File: config.mk
export PLATFORM = sky130hd
export DESIGN_NAME = ft_recovery_ctrl
export DESIGN_NICKNAME = d
export VERILOG_FILES = /design/src/rtl/ft_recovery_ctrl.sv
export SDC_FILE = /design/constraint.sdc
export NUM_CORES = 1
export LEC_CHECK = 0
export BUFFER_PORTS_ARGS = -buffer_cell sky130_fd_sc_hd__buf_2
export CAP_MARGIN = 40
export CELL_PAD_IN_SITES_DETAIL_PLACEMENT = 0
export CELL_PAD_IN_SITES_GLOBAL_PLACEMENT = 2
export CORE_UTILIZATION = 29
export DETAILED_ROUTE_END_ITERATION = 16
export GPL_TIMING_DRIVEN = 1
export PLACE_DENSITY = 0.83
export SYNTH_ARGS = -nofsm -noshare
export SYNTH_HDL_FRONTEND = slang
export SYNTH_SLANG_ARGS = --single-unit
File: constraint.sdc
create_clock -name clk_i -period 3.9 [get_ports clk_i]
set_input_delay 1.17 -clock clk_i [delete_from_list [all_inputs] [get_ports clk_i]]
set_output_delay 1.17 -clock clk_i [all_outputs]
set_load 0.005 [all_outputs]
File: src/rtl/ft_recovery_ctrl.sv
// ---------------------------------------------------------------------------
// ft_recovery_ctrl
//
// Lockstep fault-tolerance recovery controller. Compares the register-file
// write ports of two lockstepped cores. On a divergence it resets the cores
// for a fixed number of cycles and then waits for a software recovery
// routine to report completion. Each recovery attempt is bounded by a
// timeout. After MAX_RETRIES timed-out attempts the controller parks in HALT
// with reset and a major alert asserted until the next rst_i.
//
// Parameters
//   RESET_CYCLES   cycles reset_o is held per recovery attempt (1..255)
//   TIMEOUT_CYCLES RECOVER cycles without done_i before giving up (2..65535)
//   MAX_RETRIES    timed-out attempts allowed before HALT (1..15)
//
// Ports
//   clk_i, rst_i            clock, synchronous active-high reset
//   enable_i                lockstep comparison enable
//   we_/addr_/data_{a,b}_i  register-file write ports of core 0 / core 1
//   pc_i                    core 0 program counter
//   valid_instr_exec_i      an instruction is retiring in ID/EX
//   done_i                  recovery routine finished
//   reset_o                 core reset (RESET and HALT)
//   recover_o               one-cycle pulse on each RECOVER entry
//   recovering_o            high throughout RECOVER
//   alert_major_o           unrecoverable fault (HALT)
//   checkpoint_pc_o         last PC retired with no mismatch
//   err_count_o             saturating mismatch count
// ---------------------------------------------------------------------------
module ft_recovery_ctrl #(
  parameter int RESET_CYCLES   = 4,
  parameter int TIMEOUT_CYCLES = 1024,
  parameter int MAX_RETRIES    = 3
) (
  input  logic        clk_i,
  input  logic        rst_i,
  input  logic        enable_i,
  input  logic        we_a_i,
  input  logic        we_b_i,
  input  logic [4:0]  addr_a_i,
  input  logic [4:0]  addr_b_i,
  input  logic [31:0] data_a_i,
  input  logic [31:0] data_b_i,
  input  logic [31:0] pc_i,
  input  logic        valid_instr_exec_i,
  input  logic        done_i,
  output logic        reset_o,
  output logic        recover_o,
  output logic        recovering_o,
  output logic        alert_major_o,
  output logic [31:0] checkpoint_pc_o,
  output logic [7:0]  err_count_o
);

  localparam int DATA_W = 32;

  localparam logic [7:0]  RST_LAST  = 8'(RESET_CYCLES - 1);
  localparam logic [15:0] TO_LAST   = 16'(TIMEOUT_CYCLES - 1);
  localparam logic [3:0]  RETRY_MAX = 4'(MAX_RETRIES);

  typedef enum logic [1:0] {
    MONITOR = 2'd0,
    RESET   = 2'd1,
    RECOVER = 2'd2,
    HALT    = 2'd3
  } state_t;

  state_t              state_q, state_d;
  logic [7:0]          rst_cnt_q, rst_cnt_d;
  logic [15:0]         to_cnt_q, to_cnt_d;
  logic [3:0]          retry_q, retry_d;
  logic [7:0]          err_q, err_d;
  logic [DATA_W-1:0]   ckpt_q, ckpt_d;
  logic                mismatch;
  logic [3:0]          retry_inc;

  function automatic logic [7:0] sat_inc8(input logic [7:0] v);
    return (v == 8'hFF) ? v : v + 8'd1;
  endfunction

  // A write on only one core, or writes to different registers/values.
  assign mismatch = enable_i &
                    ((we_a_i != we_b_i) |
                     (we_a_i & we_b_i & ((addr_a_i != addr_b_i) |
                                         (data_a_i != data_b_i))));

  assign retry_inc = retry_q + 4'd1;

  always_comb begin
    state_d   = state_q;
    rst_cnt_d = rst_cnt_q;
    to_cnt_d  = to_cnt_q;
    retry_d   = retry_q;
    err_d     = err_q;
    ckpt_d    = ckpt_q;
    case (state_q)
      MONITOR: begin
        if (mismatch) begin
          state_d   = RESET;
          rst_cnt_d = '0;
          retry_d   = '0;
          err_d     = sat_inc8(err_q);
        end else if (valid_instr_exec_i) begin
          ckpt_d = pc_i;
        end
      end
      RESET: begin
        if (rst_cnt_q == RST_LAST) begin
          state_d  = RECOVER;
          // to_cnt == 0 marks the first RECOVER cycle (drives recover_o).
          to_cnt_d = '0;
        end else begin
          rst_cnt_d = rst_cnt_q + 8'd1;
        end
      end
      RECOVER: begin
        // done_i wins over a timeout expiring in the same cycle.
        if (done_i) begin
          state_d = MONITOR;
        end else if (to_cnt_q == TO_LAST) begin
          retry_d = retry_inc;
          if (retry_inc == RETRY_MAX) begin
            state_d = HALT;
          end else begin
            state_d   = RESET;
            rst_cnt_d = '0;
          end
        end else begin
          to_cnt_d = to_cnt_q + 16'd1;
        end
      end
      HALT: begin
        state_d = HALT;
      end
      default: begin
        state_d = MONITOR;
      end
    endcase
  end

  always_ff @(posedge clk_i) begin
    if (rst_i) begin
      state_q   <= MONITOR;
      rst_cnt_q <= '0;
      to_cnt_q  <= '0;
      retry_q   <= '0;
      err_q     <= '0;
      ckpt_q    <= '0;
    end else begin
      state_q   <= state_d;
      rst_cnt_q <= rst_cnt_d;
      to_cnt_q  <= to_cnt_d;
      retry_q   <= retry_d;
      err_q     <= err_d;
      ckpt_q    <= ckpt_d;
    end
  end

  // Outputs decode registered state only.
  assign reset_o         = (state_q == RESET) || (state_q == HALT);
  assign recover_o       = (state_q == RECOVER) && (to_cnt_q == 16'd0);
  assign recovering_o    = (state_q == RECOVER);
  assign alert_major_o   = (state_q == HALT);
  assign checkpoint_pc_o = ckpt_q;
  assign err_count_o     = err_q;

endmodule

==> results of run 1 <==
[cells in the final DEF, fill, tap and decap left out, types with 2 or more instances in the layout]
master / instances
nand3_1: 12
nand2_1: 85
clkinvlp_4: 2
xor2_1: 44
nor3_1: 13
o41ai_1: 2
o21ai_0: 9
mux2_2: 5
inv_6: 3
o32ai_1: 3
nor2_2: 2
o211ai_1: 2
nor4_2: 2
or3_1: 3
a211oi_1: 4
nor2_1: 31
xnor2_1: 7
ha_1: 7
buf_4: 5
nand4_1: 14
o21a_1: 2
buf_2: 156
or4_1: 2
dfxtp_1: 70
a31oi_1: 2
nor4_1: 18
nand2b_1: 2
clkbuf_16: 9
inv_1: 9
and3_1: 11
mux2i_1: 35
nor2b_1: 6
a21oi_1: 13
[routing by layer]
layer,vias up,part of all wire
met5,-,0
met4,0,0.012
met3,11,0.064
met2,78,0.46
met1,1675,0.46
li1,1895,-
[path summary, 6_finish.rpt]
path / to / cells after the start
max: recover_o / 5
min: checkpoint_pc_o[1]$_SDFFE_PP0P_ / 2
max reg2reg: to_cnt_q[11]$_SDFFE_PP0P_ / 8
min reg2reg: checkpoint_pc_o[1]$_SDFFE_PP0P_ / 2
[worst max-delay path: stages, from the launching register on]
cell and delay [ps]:
dfxtp_1 330, or4_1 570, nor3_1 200, nand4_1 110, nor4_1 170, buf_2 150
[cell usage after synthesis, types with 2 or more instances]
| library cell | number | area share |
|---|---|---|
| and3_1 | 11 | 0.018 |
| a31oi_1 | 2 | 0.0033 |
| or4_1 | 2 | 0.0040 |
| inv_1 | 9 | 0.0089 |
| nor2b_1 | 6 | 0.0099 |
| o21a_1 | 2 | 0.0040 |
| a21oi_1 | 13 | 0.017 |
| or3_1 | 3 | 0.0049 |
| a211oi_1 | 4 | 0.0079 |
| buf_2 | 4 | 0.0053 |
| dfxtp_1 | 70 | 0.37 |
| nand2_1 | 85 | 0.084 |
| nand2b_1 | 2 | 0.0033 |
| o41ai_1 | 2 | 0.0046 |
| o211ai_1 | 2 | 0.0040 |
| o32ai_1 | 3 | 0.0069 |
| mux2i_1 | 35 | 0.092 |
| o21ai_0 | 9 | 0.012 |
| mux2_2 | 5 | 0.015 |
| clkbuf_1 | 15 | 0.015 |
| xnor2_1 | 7 | 0.016 |
| nor2_1 | 31 | 0.031 |
| nor2_2 | 2 | 0.0033 |
| xor2_1 | 44 | 0.10 |
| nand3_1 | 12 | 0.016 |
| ha_1 | 7 | 0.023 |
| nor3_1 | 13 | 0.017 |
| nor4_2 | 2 | 0.0066 |
| nand4_1 | 14 | 0.023 |
| nor4_1 | 18 | 0.030 |
[kinds of logic (layout without fill, tap and decap cells)]
family | after synthesis | count (layout) | synth area share
compound gates | 45 | 45 | 0.0787
simple gates | 210 | 210 | 0.274
flops | 70 | 70 | 0.369
buf+inv | 30 | 188 | 0.0309
fa+ha+maj | 7 | 7 | 0.0230
mux | 40 | 40 | 0.107
xor+xnor | 51 | 51 | 0.118
[report_power, final]
group | total, mW | switching [mW] | leakage [nW] | internal, mW
Combinational | 0.229 | 0.116 | 1.54 | 0.113
Sequential | 0.759 | 0.0166 | 0.569 | 0.742
Clock | 0.842 | 0.339 | 0.143 | 0.503
[sequential cells by signal, summed over array words and instances, names as in the netlist]
signal           flops
checkpoint_pc_o     32
err_count_o          8
retry_q              4
rst_cnt_q            8
state_q              2
to_cnt_q            16
[stage by stage]
step	cell area [sq um]	utilization	power, mW
5_1_grt	5080	0.399	1.92
2_1_floorplan	3800	-	0.891
3_3_place_gp	4770	0.375	1.00
6_report	5080	0.399	1.83
3_5_place_dp	4770	0.375	1.01
4_1_cts	5080	0.399	1.86
[final cells by class]
cell class	count	area share
Timing Repair Buffer	162	0.165
Inverter	10	0.00739
Sequential cell	70	0.276
Clock buffer	9	0.0443
Tap cell	172	0.0424
Clock inverter	7	0.0158
Multi-Input combinational cell	353	0.449
==> impl_metrics.tcl, run 1 <==
set metrics [dict create \
    status "finished, final reports clean" \
    arrival_ps 1860 \
    drc_errors 0 \
    p_per_area_mw_per_mm2 360 \
    hold_buffers 0 \
    vias_per_cell 4.67 \
    grt_pass1_wl_um 16700 \
    final_max_slew_viol_count 0 \
    grtUsageMet3 0.0602 \
    clock.fmax_mhz 330 \
    nFillCells 1326 \
    grt.met1_usage 0.191 \
    multiInputGateArea_sq_mm 0.00228 \
    post-route-period-util 0.777 \
    place.detailed.hpwl_um 7610 \
    clk_pin_slew_worst_paths_ps 60 \
    cts_setup_buffers 0 \
    antenna_found_initial 0 \
    portBuffers 156 \
    synth_edf_count 0 \
    post-place-ws_ps 659 \
    cts_tree "built" \
    fp.dieH_um 116 \
    worst_slew_pin_slew_ps 807 \
    worstPathRequired_ps 2730 \
    first_global_vias 3550 \
    holdWs_ps 456 \
    wl_um 10100 \
    r2r-start "rst_cnt_q[0]$_SDFFE_PP0P_" \
    setup_viol 0 \
    cts_buffer_depth 2 \
    insertion_delay_ps 340 \
    syn2layout_area_growth_pct 33.7 \
    cts_resized 0 \
    min_period_ps 3030 \
    setup_slack_ps 868 \
    cts-root-buf "clkbuf_16" \
    grt_max_degree 62 \
    synth_ff_type "dfxtp_1" \
    synth_cells 453 \
    synth_cell_types 49 \
    syn_area_per_cell_sq_um 8.39 \
    io_pins 157 \
    use_met2 0.258 \
    start_util 0.299 \
    diodes 0 \
    slew_headroom 0.458 \
    yosys_warnings 0 \
    r2r_slack_ps 1350 \
    cp-end-kind "primary output" \
    synth_fp_nets 573 \
    place_inst 767 \
    fp-row-count 41 \
    cts.sinks 70 \
    hold_violations 0 \
    seq_area_sq_mm 0.00140 \
    layoutNonFillerInstCount 783 \
    grt_busiest_layer "met2" \
    ant_nets 0 \
    ir_drop_v 0.000207 \
    timing_worst_setup_path_type "register to primary output" \
    via_count 3659 \
    dieArea_sq_mm 0.0136 \
    hp-class "register to register" \
    crit_start "to_cnt_q[10]$_SDFFE_PP0P_" \
    synth_seq_area_share 0.369 \
    nNetsFinal 726 \
    track_usage 0.158 \
    cts_buffers 9 \
    rsz0062_at_grt "no" \
    worstSetupStartpointType "register" \
    die_w_um 116 \
    design.core.area_sq_mm 0.0127 \
    min-delay-start "checkpoint_pc_o[1]$_SDFFE_PP0P_" \
    drv_cap 0 \
    drt_first_iter_violations 93 \
    place_congestion 0.780 \
    synthArstFlopShare 0 \
    leakagePower_nw 2.25 \
    setup_tns_ps 0 \
    drive_gt1_frac 0.316 \
    grt_overflow 0 \
    netlist_area_sq_mm 0.00380 \
    wl_per_cell_um 12.9 \
    dr.pass1.iters 4 \
    cts_max_level 3 \
    ys_ff_latch 70 \
    fin_skew_ps 8.98 \
    cp_max_fo 3 \
]
Note: power is estimated with default switching activity, not from simulation.
==> inputs of run 2 (changes only) <==
- CORE_UTILIZATION: 29 -> 24
- PLACE_DENSITY: 0.83 -> 0.73
- clock period: 3.9 -> 2.75 ns (I/O delays scaled with it)
==> run 2 against run 1 <==
Design area rose by 2.3%. Highest routed layer unchanged. Largest cell class unchanged. First-iteration DRC count rose by 65%. Sequential share of layout area fell by 0.61 points. Final cell count rose by 6.0%. Flip-flop and latch count did not move. Register-to-register slack got worse by 1100 ps.
==> impl_metrics.tcl, run 2 (synthesis gave the netlist of run 1 again) <==
set metrics [dict create \
    cts-root-buf "clkbuf_16" \
    setup_viol 0 \
    final_cell_mix "156 x buf_2, 85 x nand2_1, 70 x dfxtp_1" \
    dr.pass1.iters 4 \
    pwr-share-seq 0.426 \
    cp_max_fo 3 \
    worst_slew_pin_slew_ps 605 \
    min_period_ps 2640 \
    drt_first_iter_violations 153 \
    holdWs_ps 454 \
    cp-end-kind "primary output" \
    cts_buffer_depth 2 \
    place_congestion 0.812 \
    fp-row-count 45 \
    syn2layout_area_growth_pct 36.7 \
    pwr-share-clk 0.441 \
    grt_overflow 0 \
    design.core.area_sq_mm 0.0153 \
    power_switching_mw 0.668 \
    antenna_found_initial 0 \
    drv_cap 0 \
    start_util 0.248 \
    cts_max_level 3 \
    p_per_area_mw_per_mm2 487 \
    insertion_delay_ps 340 \
    cts.sinks 70 \
    wl_per_cell_um 13.0 \
    timing_worst_setup_path_type "register to primary output" \
    reg2regPathDepth 7 \
    sw_frac_of_total 0.264 \
    ant_nets 0 \
    wl_um 10800 \
    worstSetupStartpointType "register" \
    die_w_um 128 \
    track_usage 0.140 \
    ir_drop_v 0.000318 \
    drive_gt1_frac 0.330 \
    combPwrFrac 0.133 \
    status "finished, final reports clean" \
    fp.dieH_um 128 \
    io_pins 157 \
    fin_skew_ps 7.76 \
    hold_violations 0 \
    arrival_ps 1810 \
    final_common_cell "buf_2" \
    hold_buffers 0 \
    use_met2 0.226 \
    first_global_vias 3726 \
    hp-class "register to register" \
    grt_pass1_wl_um 18100 \
    holdPathStages 2 \
    via_count 3711 \
    leakagePower_nw 2.29 \
    dieArea_sq_mm 0.0163 \
    final_max_slew_viol_count 0 \
    vias_per_cell 4.47 \
    setup_slack_ps 113 \
    grt.met1_usage 0.172 \
    p_int_mw 1.86 \
    nNetsFinal 734 \
    place.detailed.hpwl_um 8020 \
    diodes 0 \
    largest_reg_flops 32 \
    post-route-period-util 0.959 \
    clock.fmax_mhz 379 \
    final_util 0.339 \
    grt_max_degree 67 \
    p_total_mw 2.53 \
    clk_pin_slew_worst_paths_ps 60 \
    cts_buffers 9 \
    drc_errors 0 \
    slew_headroom 0.592 \
    post-place-ws_ps -62.3 \
    grt_busiest_layer "met2" \
    grtUsageMet3 0.0538 \
    setup_tns_ps 0 \
    worstPathRequired_ps 1930 \
    cts_tree "built" \
    portBuffers 156 \
]
[run 2: final timing paths]
path	slack, ps	endpoint	from
hold reg to reg	450	checkpoint_pc_o[26]$_SDFFE_PP0P_	checkpoint_pc_o[26]$_SDFFE_PP0P_
setup / recovery	110	recover_o	to_cnt_q[10]$_SDFFE_PP0P_
hold / removal	450	checkpoint_pc_o[26]$_SDFFE_PP0P_	checkpoint_pc_o[26]$_SDFFE_PP0P_
setup reg to reg	230	to_cnt_q[12]$_SDFFE_PP0P_	rst_cnt_q[0]$_SDFFE_PP0P_
[run 2: timing repair]
action                     4_1_cts  5_1_grt
setup endpoints to repair        0        1
setup buffers                    0        0
resized for setup                0        3
[run 2: power by group through the flow]
stage	clock [mW]	combinational, mW	sequential [mW]
global placement	0	0.337	1.10
global route	1.21	0.377	1.08
floorplan	0	0.164	1.10
detailed placement	0	0.340	1.10
finish	1.11	0.335	1.08
CTS	1.17	0.341	1.08
[run 2: metal layers]
layer,vias to the layer above,wire length [um]
met5,-,0
met4,0,132
li1,1907,-
met2,95,5000
met3,11,737
met1,1698,4910
[run 2: final cells by class]
type	instances	area, sq um
fillers	1686	10100
multi-input cells	353	2300
flip-flops and latches	70	1400
repair buffers	170	911
well taps	211	264
clock buffers	10	239
clock inverters	6	45.0
inverters	10	37.5
[run 2: per-stage QoR]
stage                     area [sq um]  cells
final                             5190    830
after global routing              5190    830
after detailed placement          4890    814
after global placement            4890    814
after CTS                         5180    830
after floorplan                   3800    453
[run 2: worst max-delay path, cell delays in order, from the launching register on]
cell,delay [ps]
dfxtp_1,330
or4_4,560
nor3_2,130
nand4_1,140
nor4_2,160
buf_2,150
==> inputs of run 3 (changes only) <==
- ABC_AREA: default -> 1
- CORE_UTILIZATION: 24 -> 23
- PLACE_DENSITY: 0.73 -> 0.74
==> run 3 against run 2 <==
Largest power group unchanged. Via count is 17% higher. Clock power is 31% higher. Die area is 11% higher. Combinational power grew to 3.6 times the previous value. Synthesized area is 6.3% higher. Flip-flop and latch count stayed put. Critical endpoint unchanged. Highest routed layer unchanged. Utilization is 2.3 points lower. Hold slack better by 2.6 ps.
==> impl_metrics.tcl, run 3 <==
set metrics [dict create \
    io_pins 157 \
    cp_max_fo 10 \
    cts_resized 0 \
    final_max_slew_viol_count 0 \
    grt.met1_usage 0.159 \
    layoutNonFillerInstCount 980 \
    worst_slew_pin_slew_ps 534 \
    reg2regPathDepth 13 \
    fin_skew_ps 7.45 \
    post-place-ws_ps 173 \
    start_util 0.234 \
    netlist_area_sq_mm 0.00404 \
    synth_most_common_cell "nand2_1" \
    cts-root-buf "clkbuf_16" \
    clock.fmax_mhz 399 \
    antenna_found_initial 0 \
    via_count 4346 \
    design_area_sq_mm 0.00545 \
    setup_slack_ps 244 \
    holdPathStages 2 \
    combPwrFrac 0.308 \
    leakagePower_nw 2.57 \
    insertion_delay_ps 340 \
    cts.sinks 70 \
    synth_seq_area_share 0.347 \
    dieArea_sq_mm 0.0181 \
    p_total_mw 3.94 \
    ys_ff_latch 70 \
    cts_buffer_depth 2 \
    diodes 0 \
    drive_gt1_frac 0.278 \
    place_congestion 0.752 \
    post-route-period-util 0.911 \
    synth_fp_nets 717 \
    vias_per_cell 4.43 \
    sw_frac_of_total 0.341 \
    final_common_cell "nand2_1" \
    slew_headroom 0.643 \
    nNetsFinal 870 \
    synth_cell_types 32 \
    clk_pin_slew_worst_paths_ps 60 \
    syn_area_per_cell_sq_um 6.77 \
    grt_busiest_layer "met2" \
    synth_ff_type "dfxtp_1" \
    dr.pass1.iters 5 \
    track_usage 0.133 \
    cp-end-kind "primary output" \
    final_cell_mix "157 x nand2_1, 156 x buf_2, 70 x dfxtp_1" \
    cts_tree "built" \
    design.core.area_sq_mm 0.0172 \
    ant_nets 0 \
    final_util 0.316 \
    place.detailed.hpwl_um 9270 \
    wl_um 12300 \
    yosys.area.top_type "dfxtp_1" \
    holdWs_ps 457 \
    ir_drop_v 0.000301 \
    fp-row-count 48 \
    drc_errors 0 \
    first_global_vias 4005 \
    status "finished, final reports clean" \
    grtUsageMet3 0.0383 \
    place_inst 964 \
    use_met2 0.227 \
    cts_max_level 3 \
    min_period_ps 2510 \
    power_switching_mw 1.34 \
    die_w_um 135 \
    drv_cap 0 \
    hold_violations 0 \
    fp.dieH_um 135 \
    worstSetupStartpointType "register" \
    syn2layout_area_growth_pct 35.0 \
    rsz0062_at_grt "no" \
    pwr-share-seq 0.324 \
    cts_setup_buffers 0 \
    portBuffers 156 \
    p_int_mw 2.60 \
    synthArstFlopShare 0 \
    setup_viol 0 \
    arrival_ps 1680 \
    grt_max_degree 45 \
    grt_overflow 0 \
    worstPathRequired_ps 1930 \
    synth_area_leaders "dfxtp_1 35%, nand2_1 15%, nand4_1 7.6%" \
    synth_cells 597 \
    p_per_area_mw_per_mm2 723 \
    yosys_warnings 0 \
    grt_pass1_wl_um 19000 \
    drt_first_iter_violations 196 \
    hp-class "register to register" \
    post_dp_cell_area_sq_mm 0.00508 \
    largest_reg_flops 32 \
    setup_tns_ps 0 \
    timing_worst_setup_path_type "register to primary output" \
    wl_per_cell_um 12.6 \
    netlist.area_leader.share 0.347 \
    cts_buffers 9 \
    pwr-share-clk 0.368 \
    hold_buffers 0 \
    synth_edf_count 0 \
    synth.top_cells.by_count "157 x nand2_1, 70 x dfxtp_1, 66 x inv_1" \
]
## run 3: cell types whose count changed after synthesis, sizes merged, moves of 11 or more
cell   change
nand2     +80
inv       +66
a21oi     +42
mux2i     -35
nand4     +35
xor2      -33
nor2      +20
nor4      -15
xnor2     +15
nand3     +12
and3      -11
## run 3: per-layer routing
| metal | wire, um | vias to the layer above | part of all wire |
|---|---|---|---|
| met1 | 5400 | 1934 | 0.44 |
| li1 | - | 2250 | - |
| met2 | 5850 | 147 | 0.48 |
| met3 | 863 | 15 | 0.070 |
| met4 | 181 | 0 | 0.015 |
| met5 | 0 | - | 0 |
## run 3: worst max-delay path, cell delays in order (launching register included)
cell and delay [ps]:
dfxtp_1 480, inv_2 80, nor2_4 270, nand4_1 130, nor4_1 220, buf_2 170
## run 3: path summary, 6_finish.rpt
check | end | slack (ps) | from
setup reg to reg | rst_cnt_q[2]$_SDFFE_PP0P_ | 740 | to_cnt_q[1]$_SDFFE_PP0P_
hold / removal | checkpoint_pc_o[28]$_SDFFE_PP0P_ | 460 | checkpoint_pc_o[28]$_SDFFE_PP0P_
setup / recovery | recover_o | 240 | state_q[1]$_SDFFE_PP0P_
hold reg to reg | checkpoint_pc_o[28]$_SDFFE_PP0P_ | 460 | checkpoint_pc_o[28]$_SDFFE_PP0P_
## run 3: cell type report
cell class / instances / area (sq um)
fillers: 1867 / 11800
multi-input cells: 426 / 2250
flip-flops and latches: 70 / 1400
repair buffers: 164 / 853
inverters: 79 / 297
well taps: 225 / 282
clock buffers: 9 / 225
clock inverters: 7 / 143
## run 3: kinds of logic (layout without fill, tap and decap cells)
family	after synthesis	in the layout	share of synthesized area
AO/OA/AOI/OAI	75	75	0.0982
XOR/XNOR	33	33	0.0716
adder cells (fa/ha/maj)	7	7	0.0217
buffers and inverters	101	259	0.0960
flip-flops	70	70	0.347
AND/OR/NAND/NOR	311	311	0.366
## run 3: power groups by stage
stage                     clock network, mW  logic, mW  registers (mW)
after global placement                    0       1.21            1.29
after global routing                   1.54       1.38            1.30
final                                  1.45       1.21            1.28
after CTS                              1.49       1.23            1.28
after floorplan                           0      0.836            1.28
after detailed placement                  0       1.22            1.30
